## src/rtl/seg_display_mux_if.sv

```systemverilog
// Display-side bundle for seg_display_mux: data/control in, segment and anode drive out.
// The dp_in/dp signals exist only when SEG_DP_EN is defined.
interface seg_display_mux_if #(
    parameter int NUM_DIGITS = 4
);
    localparam int IDX_W = (NUM_DIGITS > 1) ? $clog2(NUM_DIGITS) : 1;

    logic [4*NUM_DIGITS-1:0] data;
    logic                    load;
    logic                    blank_lz;
    logic [6:0]              seg;
    logic [NUM_DIGITS-1:0]   an;
    logic [IDX_W-1:0]        digit_idx;
    logic                    frame_done;
`ifdef SEG_DP_EN
    logic [NUM_DIGITS-1:0]   dp_in;
    logic                    dp;

    modport master (
        output data, load, blank_lz, dp_in,
        input  seg, an, digit_idx, frame_done, dp
    );
    modport slave (
        input  data, load, blank_lz, dp_in,
        output seg, an, digit_idx, frame_done, dp
    );
`else
    modport master (
        output data, load, blank_lz,
        input  seg, an, digit_idx, frame_done
    );
    modport slave (
        input  data, load, blank_lz,
        output seg, an, digit_idx, frame_done
    );
`endif
endinterface

```

## src/rtl/seg_display_mux.sv

```systemverilog
// Time-multiplexed common-anode 7-segment driver with guard slots, leading-zero blanking
// and frame-synchronous data update. Define SEG_DP_EN to add per-digit decimal points.
module seg_display_mux #(
    parameter int NUM_DIGITS  = 4,
    parameter int REFRESH_DIV = 20000,
    parameter int GUARD       = 16
) (
    input  logic             clk,
    input  logic             reset_n,
    seg_display_mux_if.slave bus
);
    localparam int IDX_W = (NUM_DIGITS > 1) ? $clog2(NUM_DIGITS) : 1;
    localparam int CNT_W = (REFRESH_DIV > 1) ? $clog2(REFRESH_DIV) : 1;

    logic [CNT_W-1:0]        r_cnt;
    logic [IDX_W-1:0]        r_idx;
    logic [4*NUM_DIGITS-1:0] r_pending;
    logic [4*NUM_DIGITS-1:0] r_display;
    logic [6:0]              r_seg;
    logic [NUM_DIGITS-1:0]   r_an;
    logic [IDX_W-1:0]        r_digit_idx;
    logic                    r_frame_done;

    logic [3:0]              w_nib [NUM_DIGITS];
    logic [NUM_DIGITS-1:0]   w_nz;
    logic [NUM_DIGITS-1:0]   w_blank;
    logic [NUM_DIGITS-1:0]   w_an_sel;
    logic [NUM_DIGITS-1:0]   w_dp_set;
    logic                    w_slot_end;
    logic                    w_wrap;
    logic                    w_guard;

`ifdef SEG_DP_EN
    logic [NUM_DIGITS-1:0]   r_pending_dp;
    logic [NUM_DIGITS-1:0]   r_display_dp;
    logic                    r_dp;
    assign w_dp_set = r_display_dp;
    assign bus.dp   = r_dp;
`else
    assign w_dp_set = '0;
`endif

    function automatic logic [6:0] f_decode(input logic [3:0] nib);
        case (nib)
            4'h0: f_decode = 7'h40;  4'h1: f_decode = 7'h79;
            4'h2: f_decode = 7'h24;  4'h3: f_decode = 7'h30;
            4'h4: f_decode = 7'h19;  4'h5: f_decode = 7'h12;
            4'h6: f_decode = 7'h02;  4'h7: f_decode = 7'h78;
            4'h8: f_decode = 7'h00;  4'h9: f_decode = 7'h18;
            4'hA: f_decode = 7'h08;  4'hB: f_decode = 7'h03;
            4'hC: f_decode = 7'h46;  4'hD: f_decode = 7'h21;
            4'hE: f_decode = 7'h04;  default: f_decode = 7'h0E;
        endcase
    endfunction

    genvar gi;
    generate
        for (gi = 0; gi < NUM_DIGITS; gi++) begin : g_digit
            assign w_nib[gi]    = r_display[4*gi +: 4];
            // A set decimal point counts as significant, ending the leading-zero run.
            assign w_nz[gi]     = (|w_nib[gi]) | w_dp_set[gi];
            assign w_an_sel[gi] = (r_idx != IDX_W'(gi));
        end
    endgenerate

    always_comb begin
        logic w_lead;
        w_blank = '0;
        w_lead  = 1'b1;
        for (int k = NUM_DIGITS - 1; k >= 0; k--) begin
            w_lead     = w_lead & ~w_nz[k];
            w_blank[k] = (k != 0) && bus.blank_lz && w_lead;
        end
    end

    assign w_slot_end = (r_cnt == CNT_W'(REFRESH_DIV - 1));
    assign w_wrap     = w_slot_end && (r_idx == IDX_W'(NUM_DIGITS - 1));
    assign w_guard    = (r_cnt < CNT_W'(GUARD));

    always_ff @(posedge clk or negedge reset_n) begin
        if (!reset_n) begin
            r_cnt        <= '0;
            r_idx        <= '0;
            r_pending    <= '0;
            r_display    <= '0;
            r_seg        <= 7'h7F;
            r_an         <= '1;
            r_digit_idx  <= '0;
            r_frame_done <= 1'b0;
`ifdef SEG_DP_EN
            r_pending_dp <= '0;
            r_display_dp <= '0;
            r_dp         <= 1'b1;
`endif
        end else begin
            if (w_slot_end) begin
                r_cnt <= '0;
                r_idx <= w_wrap ? '0 : r_idx + IDX_W'(1);
            end else begin
                r_cnt <= r_cnt + CNT_W'(1);
            end

            if (bus.load) r_pending <= bus.data;
            // A load coinciding with the wrap bypasses pending so it shows this frame.
            if (w_wrap)   r_display <= bus.load ? bus.data : r_pending;
`ifdef SEG_DP_EN
            if (bus.load) r_pending_dp <= bus.dp_in;
            if (w_wrap)   r_display_dp <= bus.load ? bus.dp_in : r_pending_dp;
            r_dp <= w_guard ? 1'b1 : ~r_display_dp[r_idx];
`endif

            r_frame_done <= w_wrap;
            r_digit_idx  <= r_idx;
            if (w_guard || w_blank[r_idx]) begin
                r_an  <= '1;
                r_seg <= 7'h7F;
            end else begin
                r_an  <= w_an_sel;
                r_seg <= f_decode(w_nib[r_idx]);
            end
        end
    end

    assign bus.seg        = r_seg;
    assign bus.an         = r_an;
    assign bus.digit_idx  = r_digit_idx;
    assign bus.frame_done = r_frame_done;
endmodule

```

## src/flat_wrapper.sv

```systemverilog
// flat-port wrapper written by rule: the top's interface ports become plain ports
module seg_display_mux_flat 
#(
    parameter int NUM_DIGITS  = 4,
    parameter int REFRESH_DIV = 20000,
    parameter int GUARD       = 16
)
  (clk, reset_n, bus_data, bus_load, bus_blank_lz, bus_seg, bus_an, bus_digit_idx, bus_frame_done);
  seg_display_mux_if #(.NUM_DIGITS(NUM_DIGITS)) bus_i ();
  input  logic clk;
  input  logic reset_n;
  input wire logic [$bits(bus_i.data)-1:0] bus_data;
  input wire logic [$bits(bus_i.load)-1:0] bus_load;
  input wire logic [$bits(bus_i.blank_lz)-1:0] bus_blank_lz;
  output wire logic [$bits(bus_i.seg)-1:0] bus_seg;
  output wire logic [$bits(bus_i.an)-1:0] bus_an;
  output wire logic [$bits(bus_i.digit_idx)-1:0] bus_digit_idx;
  output wire logic [$bits(bus_i.frame_done)-1:0] bus_frame_done;
  assign bus_i.data = bus_data;
  assign bus_i.load = bus_load;
  assign bus_i.blank_lz = bus_blank_lz;
  assign bus_seg = bus_i.seg;
  assign bus_an = bus_i.an;
  assign bus_digit_idx = bus_i.digit_idx;
  assign bus_frame_done = bus_i.frame_done;
  seg_display_mux #(.NUM_DIGITS(NUM_DIGITS), .REFRESH_DIV(REFRESH_DIV), .GUARD(GUARD)) u_core (.clk(clk), .reset_n(reset_n), .bus(bus_i));
endmodule
```

## config.mk

```make
export PLATFORM = sky130hd
export DESIGN_NAME = seg_display_mux_flat
export DESIGN_NICKNAME = d
export VERILOG_FILES = /design/src/rtl/seg_display_mux_if.sv /design/src/rtl/seg_display_mux.sv /design/src/flat_wrapper.sv
export SDC_FILE = /design/constraint.sdc
export NUM_CORES = 1
export LEC_CHECK = 0
export CORE_MARGIN = 5
export CORE_UTILIZATION = 59
export CTS_CLUSTER_SIZE = 20
export DETAILED_ROUTE_END_ITERATION = 7
export PLACE_DENSITY = 0.95
export SETUP_SLACK_MARGIN = 0.02
export SLEW_MARGIN = 20
export SYNTH_ARGS = -nofsm -noshare
export SYNTH_HDL_FRONTEND = slang
export SYNTH_SLANG_ARGS = --single-unit
```

## constraint.sdc

```tcl
create_clock -name clk -period 4.85 [get_ports clk]
set_input_delay 0.97 -clock clk [delete_from_list [all_inputs] [get_ports clk]]
set_output_delay 0.97 -clock clk [all_outputs]
set_load 0.05 [all_outputs]
```

# ---- Yosys cells after proc, flatten, opt, wreduce, memory -nomap -nowiden
# Memory sizes are Yosys's and may differ from the RTL's.
# Cells that the tools add are included.
dict set report op_classes {
  n_addsub 2
  n_lt_le_gt_ge 3
  eq_ne 5
  n_mux 10
  bitwise_logic 6
  reduce_logical 9
}
# op n
set op_table {}
lappend op_table {{$mux W16} 1}
lappend op_table {{$add A15 B1 Y15 const B} 1}
lappend op_table {{$eq A15 B15 Y1 const B} 1}
lappend op_table {{$lt A15 B5 Y1 const B} 1}
lappend op_table {{$mux W15} 1}
lappend op_table {{$mux W4} 3}
lappend op_table {{$reduce_or A4 Y1} 3}
lappend op_table {{$bmux W4 S2} 1}
lappend op_table {{$mux W7} 1}
lappend op_table {{$logic_and A1 B1 Y1} 4}
lappend op_table {{$ne A2 B2 Y1 const B} 2}
lappend op_table {{$ge A3 B3 Y1 const B} 1}
lappend op_table {{$lt A2 B3 Y1 const B} 1}
lappend op_table {{$not A1 Y1} 3}
lappend op_table {{$not A2 Y3} 1}
lappend op_table {{$add A2 B1 Y2 const B} 1}
lappend op_table {{$and A1 B1 Y1} 2}
lappend op_table {{$bmux W1 S2} 1}
lappend op_table {{$eq A2 B2 Y1 const B} 1}
lappend op_table {{$mux W2} 1}
lappend op_table {{$ne A2 B1 Y1 const B} 1}
lappend op_table {{$reduce_bool A2 Y1} 1}
lappend op_table {{$logic_or A1 B1 Y1} 1}
lappend op_table {{$mux W1} 1}
dict set report totals {
  reg_bits 63
  mem_bits_ro 112
  in_bits 20
  out_inout_bits 14
  wordCells 44
  memories 1
}
# name depth word_bits read_ports rd_clocked_by_memory_dff wr line_no
set memory_table {}
lappend memory_table {{(no name shown)} 16 7 1 0 0 seg_display_mux.sv:44} ;# case (nib)

# ---- Depth between registers and ports, before layout
dict set report logic_depth {
  word_depth 9
  mapped_depth 7
  mapped_depth_nobuf 6
}

# ---- Worst setup path after synthesis
# OpenSTA, ideal clock, no wires.
dict set report synth_timing {
  kind {input-to-reg}
  startpoint {in bus_load}
  endpoint {reg u_core.r_display[10]}
  setup_time_ns 0.125
  arrival_ns 2.204
  required_ns 4.725
  setup_slack_ns 2.521
  cell_stages 4
  n_path_buf 2
  path_cell_list {clkbuf_1 -> buf_1 -> mux2_2 -> mux2_4}
}
dict set report synth_via {
  elab_chain_len 1
}
# item line_no
set synth_rtl {}
lappend synth_rtl {{from (decl)} flat_wrapper.sv:13} ;# input wire logic [$bits(bus_i.load)-1:0] bus_load;
lappend synth_rtl {{$mux W16} n/a}
lappend synth_rtl {{to (signal assigned)} seg_display_mux.sv:105} ;# if (w_wrap) r_display <= bus.load ? bus.data : r_pending;
lappend synth_rtl {{to (decl)} seg_display_mux.sv:18} ;# logic [4*NUM_DIGITS-1:0] r_display;
# Every way passes these cells.
# A chain may end at the register's enable or synchronous reset.

# ---- Final worst setup path
dict set report layout_timing {
  startpoint {reg u_core.r_seg[2] (netlist: u_core.bus.seg[2])}
  endpoint {out bus_seg[2]}
}
# item line_no
set layout_rtl {}
lappend layout_rtl {{from (decl)} seg_display_mux.sv:19} ;# logic [6:0] r_seg;
lappend layout_rtl {{from (signal assigned)} seg_display_mux.sv:119} ;# r_seg <= f_decode(w_nib[r_idx]);
lappend layout_rtl {{to (decl)} flat_wrapper.sv:15} ;# output wire logic [$bits(bus_i.seg)-1:0] bus_seg;
# No word-level cell between the ends.

==> results.py <==
metrics = {
    "status": {
        "status": "complete, no violations",
    },
    "layout": {
        "design_area_um2": 3410,
        "syn_to_final_growth_pct": 19.1,
        "final_cell_mix": "dfrtp_1 (52), clkdlybuf4s50_1 (32), mux2_2 (23)",
        "drive_gt1_share_pct": 27.2,
        "layout_commonest_cell": "dfrtp_1",
        "seq_area_um2": 1590,
        "fill_cells": 311,
        "multiInputGateArea_um2": 1200,
        "fin_nets": 286,
        "antenna_cells": 0,
    },
    "route": {
        "dr.first_iter.drc_count": 129,
        "dr.pass1.iters": 5,
        "via_per_inst": 5.66,
        "drc": 0,
        "drtAntennaViolNets": 0,
        "wl_per_cell_um": 16.3,
        "routed_wirelength_um": 5350,
        "vias": 1855,
    },
    "grt": {
        "grt_pass1_wl_um": 8830,
        "grt-ovfl-total": 0,
        "grt_max_degree": 64,
        "gr-usage-met1_pct": 23.2,
        "top_usage_layer": "met2",
        "grt_util_all_layers_pct": 18.5,
        "antenna_found_initial": 0,
        "use_met3_pct": 4.29,
        "grt_pass1_vias": 1847,
        "met2_usage_pct": 29.1,
    },
    "placement": {
        "place_area_um2": 3250,
        "place_congestion": 0.889,
        "post-place-ws_ns": 2.06,
        "port_buffers": 33,
        "hpwl_um": 3740,
    },
    "clock_network": {
        "cts_max_level": 3,
        "clk_latency_ns": 0.34,
        "cts_buffers": 9,
        "cts_hold_buf": 0,
        "clockBufferDepth": 2,
        "cts_resized": 0,
        "cts_setup_buffers": 0,
        "clk_pin_slew_worst_paths_ns": 0.07,
        "cts_tree": "done",
        "cts.sinks": 63,
        "cts_root_buf": "clkbuf_8",
    },
    "floorplanning": {
        "ios": 34,
        "rows": 25,
        "die_h_um": 79.7,
        "start_util_pct": 60.7,
        "dieArea_um2": 6350,
        "die_x_um": 79.7,
        "core_area_um2": 4720,
    },
    "synthesis": {
        "synthArstFlopShare_pct": 100,
        "synth_area_per_cell_um2": 13.1,
        "synth_edf_count": 0,
        "synth-compound-area-share_pct": 3.71,
        "synthAdderAreaFrac_pct": 4.37,
        "synth_area_um2": 2870,
        "synthFlopType": "dfrtp_1",
        "ys_seq_elements": 63,
        "synth_cell_types": 38,
        "syn-num-nets": 248,
        "syn_inst": 218,
        "synth_xor_area_share_pct": 4.28,
        "synth_top_cell_by_area": "dfrtp_1",
        "synth_top_family_by_area": "multiplexers",
        "yosys-top-cells-area": "dfrtp_1 (45%), dfstp_2 (10%), mux2_2 (9.0%)",
        "synth_simple_gate_area_share_pct": 11.5,
        "yosysSeqAreaShare_pct": 55.5,
        "synth_mux_area_share_pct": 18.1,
        "synth_warnings": 0,
        "synth_top_area_share_pct": 45.4,
    },
    "timing": {
        "max_freq_mhz": 379,
        "slew-limit-headroom_pct": 48.7,
        "timing.final.crit_share_pct": 54.4,
        "slew_violations": 0,
        "worstMarginPinSlew_ns": 0.767,
        "finalHoldViolations": 0,
        "rsz0062_at_grt": "false",
        "fin_skew_ns": 0.00740,
        "fin_hold_ws_ns": 0.484,
        "fin_crit_ns": 2.64,
        "setup_tns_ns": 0,
        "setup_viol": 0,
        "worst_slack_ns": 2.21,
    },
    "power": {
        "p_clk_share_pct": 35.9,
        "swShare_pct": 25.6,
        "ir_worst_vdd_uv": 169,
        "power_frac_seq_pct": 53.2,
        "p_per_area_nw_per_um2": 312,
        "p_leak_nw": 1.47,
        "p_total_mw": 1.06,
        "switching_power_mw": 0.273,
        "power.combinational.fraction_pct": 10.9,
        "power.internal_mw": 0.792,
    },
    "worst_setup_path": {
        "end_kind": "primary output",
        "critPathKind": "flip-flop to primary output",
        "path_cells": "clkdlybuf4s50_1",
        "cp.required_ns": 3.88,
        "cp_num_buf_inv": 1,
        "critPathLaunchType": "flip-flop",
        "critical_path_arrival_ns": 1.67,
        "cp_top_family": "buffers and inverters",
        "slowest_delay_ns": 0.80,
        "crit_fanout": 1,
        "crit_path_top_delay_cell": "clkdlybuf4s50_1",
    },
    "job": {
        "maxCapViolCount": 0,
    },
    "hold_path": {
        "hold_path.class": "flip-flop to flip-flop",
    },
}
## path summary, 6_finish.rpt
kind,start,end,slack (ns),cells past startpoint
max,u_core.bus.seg[2]$_DFF_PN1_,bus_seg[2],2.21,1
min,u_core.r_cnt[13]$_DFF_PN0_,u_core.r_cnt[13]$_DFF_PN0_,0.48,1
max reg2reg,u_core.r_cnt[7]$_DFF_PN0_,u_core.r_display[15]$_DFFE_PN0P_,2.23,4
min reg2reg,u_core.r_cnt[13]$_DFF_PN0_,u_core.r_cnt[13]$_DFF_PN0_,0.48,1
max in group asynchronous,reset_n,u_core.r_display[3]$_DFFE_PN0P_,3.57,2
min in group asynchronous,reset_n,u_core.r_cnt[7]$_DFF_PN0_,0.79,2
## routing by layer
layer,vias to the layer above,wire (um)
li1,845,-
met1,936,2310
met2,57,2660
met3,17,236
met4,0,143
met5,-,0
## state kept, by name, indices dropped and copies added (netlist names)
signal                 cells
u_core.bus.frame_done      1
u_core.bus.an              4
u_core.r_pending          16
u_core.r_display          16
u_core.r_idx               2
u_core.r_cnt              15
u_core.bus.digit_idx       2
u_core.bus.seg             7
## synthesized netlist by cell type (2+ instances only)
library cell and n:
nor4_1 7, nand4_1 5, clkbuf_1 4, o221ai_1 5, a21oi_1 2, nor3_1 2
xor2_1 5, dfstp_2 11, mux2_2 23, nand2_1 10, nand2b_1 3, inv_1 10
nor2_1 13, or2_2 3, o21ai_0 3, nor2b_1 3, mux2_4 10, ha_1 10
mux4_2 4, mux2i_1 2, xnor2_1 9, nand3_1 7, dfrtp_1 52
## cells by family (layout without fill, tap and decap cells)
| kind of cell | count (synthesis) | in the layout |
|---|---|---|
| XOR/XNOR | 14 | 14 |
| multiplexers | 39 | 39 |
| buffers and inverters | 17 | 60 |
| adder cells (fa/ha/maj) | 10 | 10 |
| AND/OR/NAND/NOR | 60 | 60 |
| flip-flops | 63 | 63 |
| AO/OA/AOI/OAI | 15 | 15 |
## power by group through the flow
stage | Combinational, mW | Sequential [mW] | Clock (mW)
2_1_floorplan | 0.0489 | 0.593 | 0
3_3_place_gp | 0.111 | 0.574 | 0
3_5_place_dp | 0.116 | 0.576 | 0
4_1_cts | 0.117 | 0.566 | 0.389
5_1_grt | 0.125 | 0.568 | 0.415
6_report | 0.116 | 0.566 | 0.383
## area by class of cell
cell class / count / share of cell area (%)
Clock inverter: 6 / 1.10
Timing Repair Buffer: 34 / 9.75
Tap cell: 67 / 2.46
Multi-Input combinational cell: 138 / 35.2
Sequential cell: 63 / 46.6
Inverter: 10 / 1.10
Clock buffer: 10 / 3.74
## through the flow
stage                     cells  utilization, %
after floorplan             218               -
after global placement      312            68.7
after detailed placement    312            68.7
after CTS                   328            72.2
after global routing        328            72.2
final                       328            72.2
(Power assumes the default switching activity.)
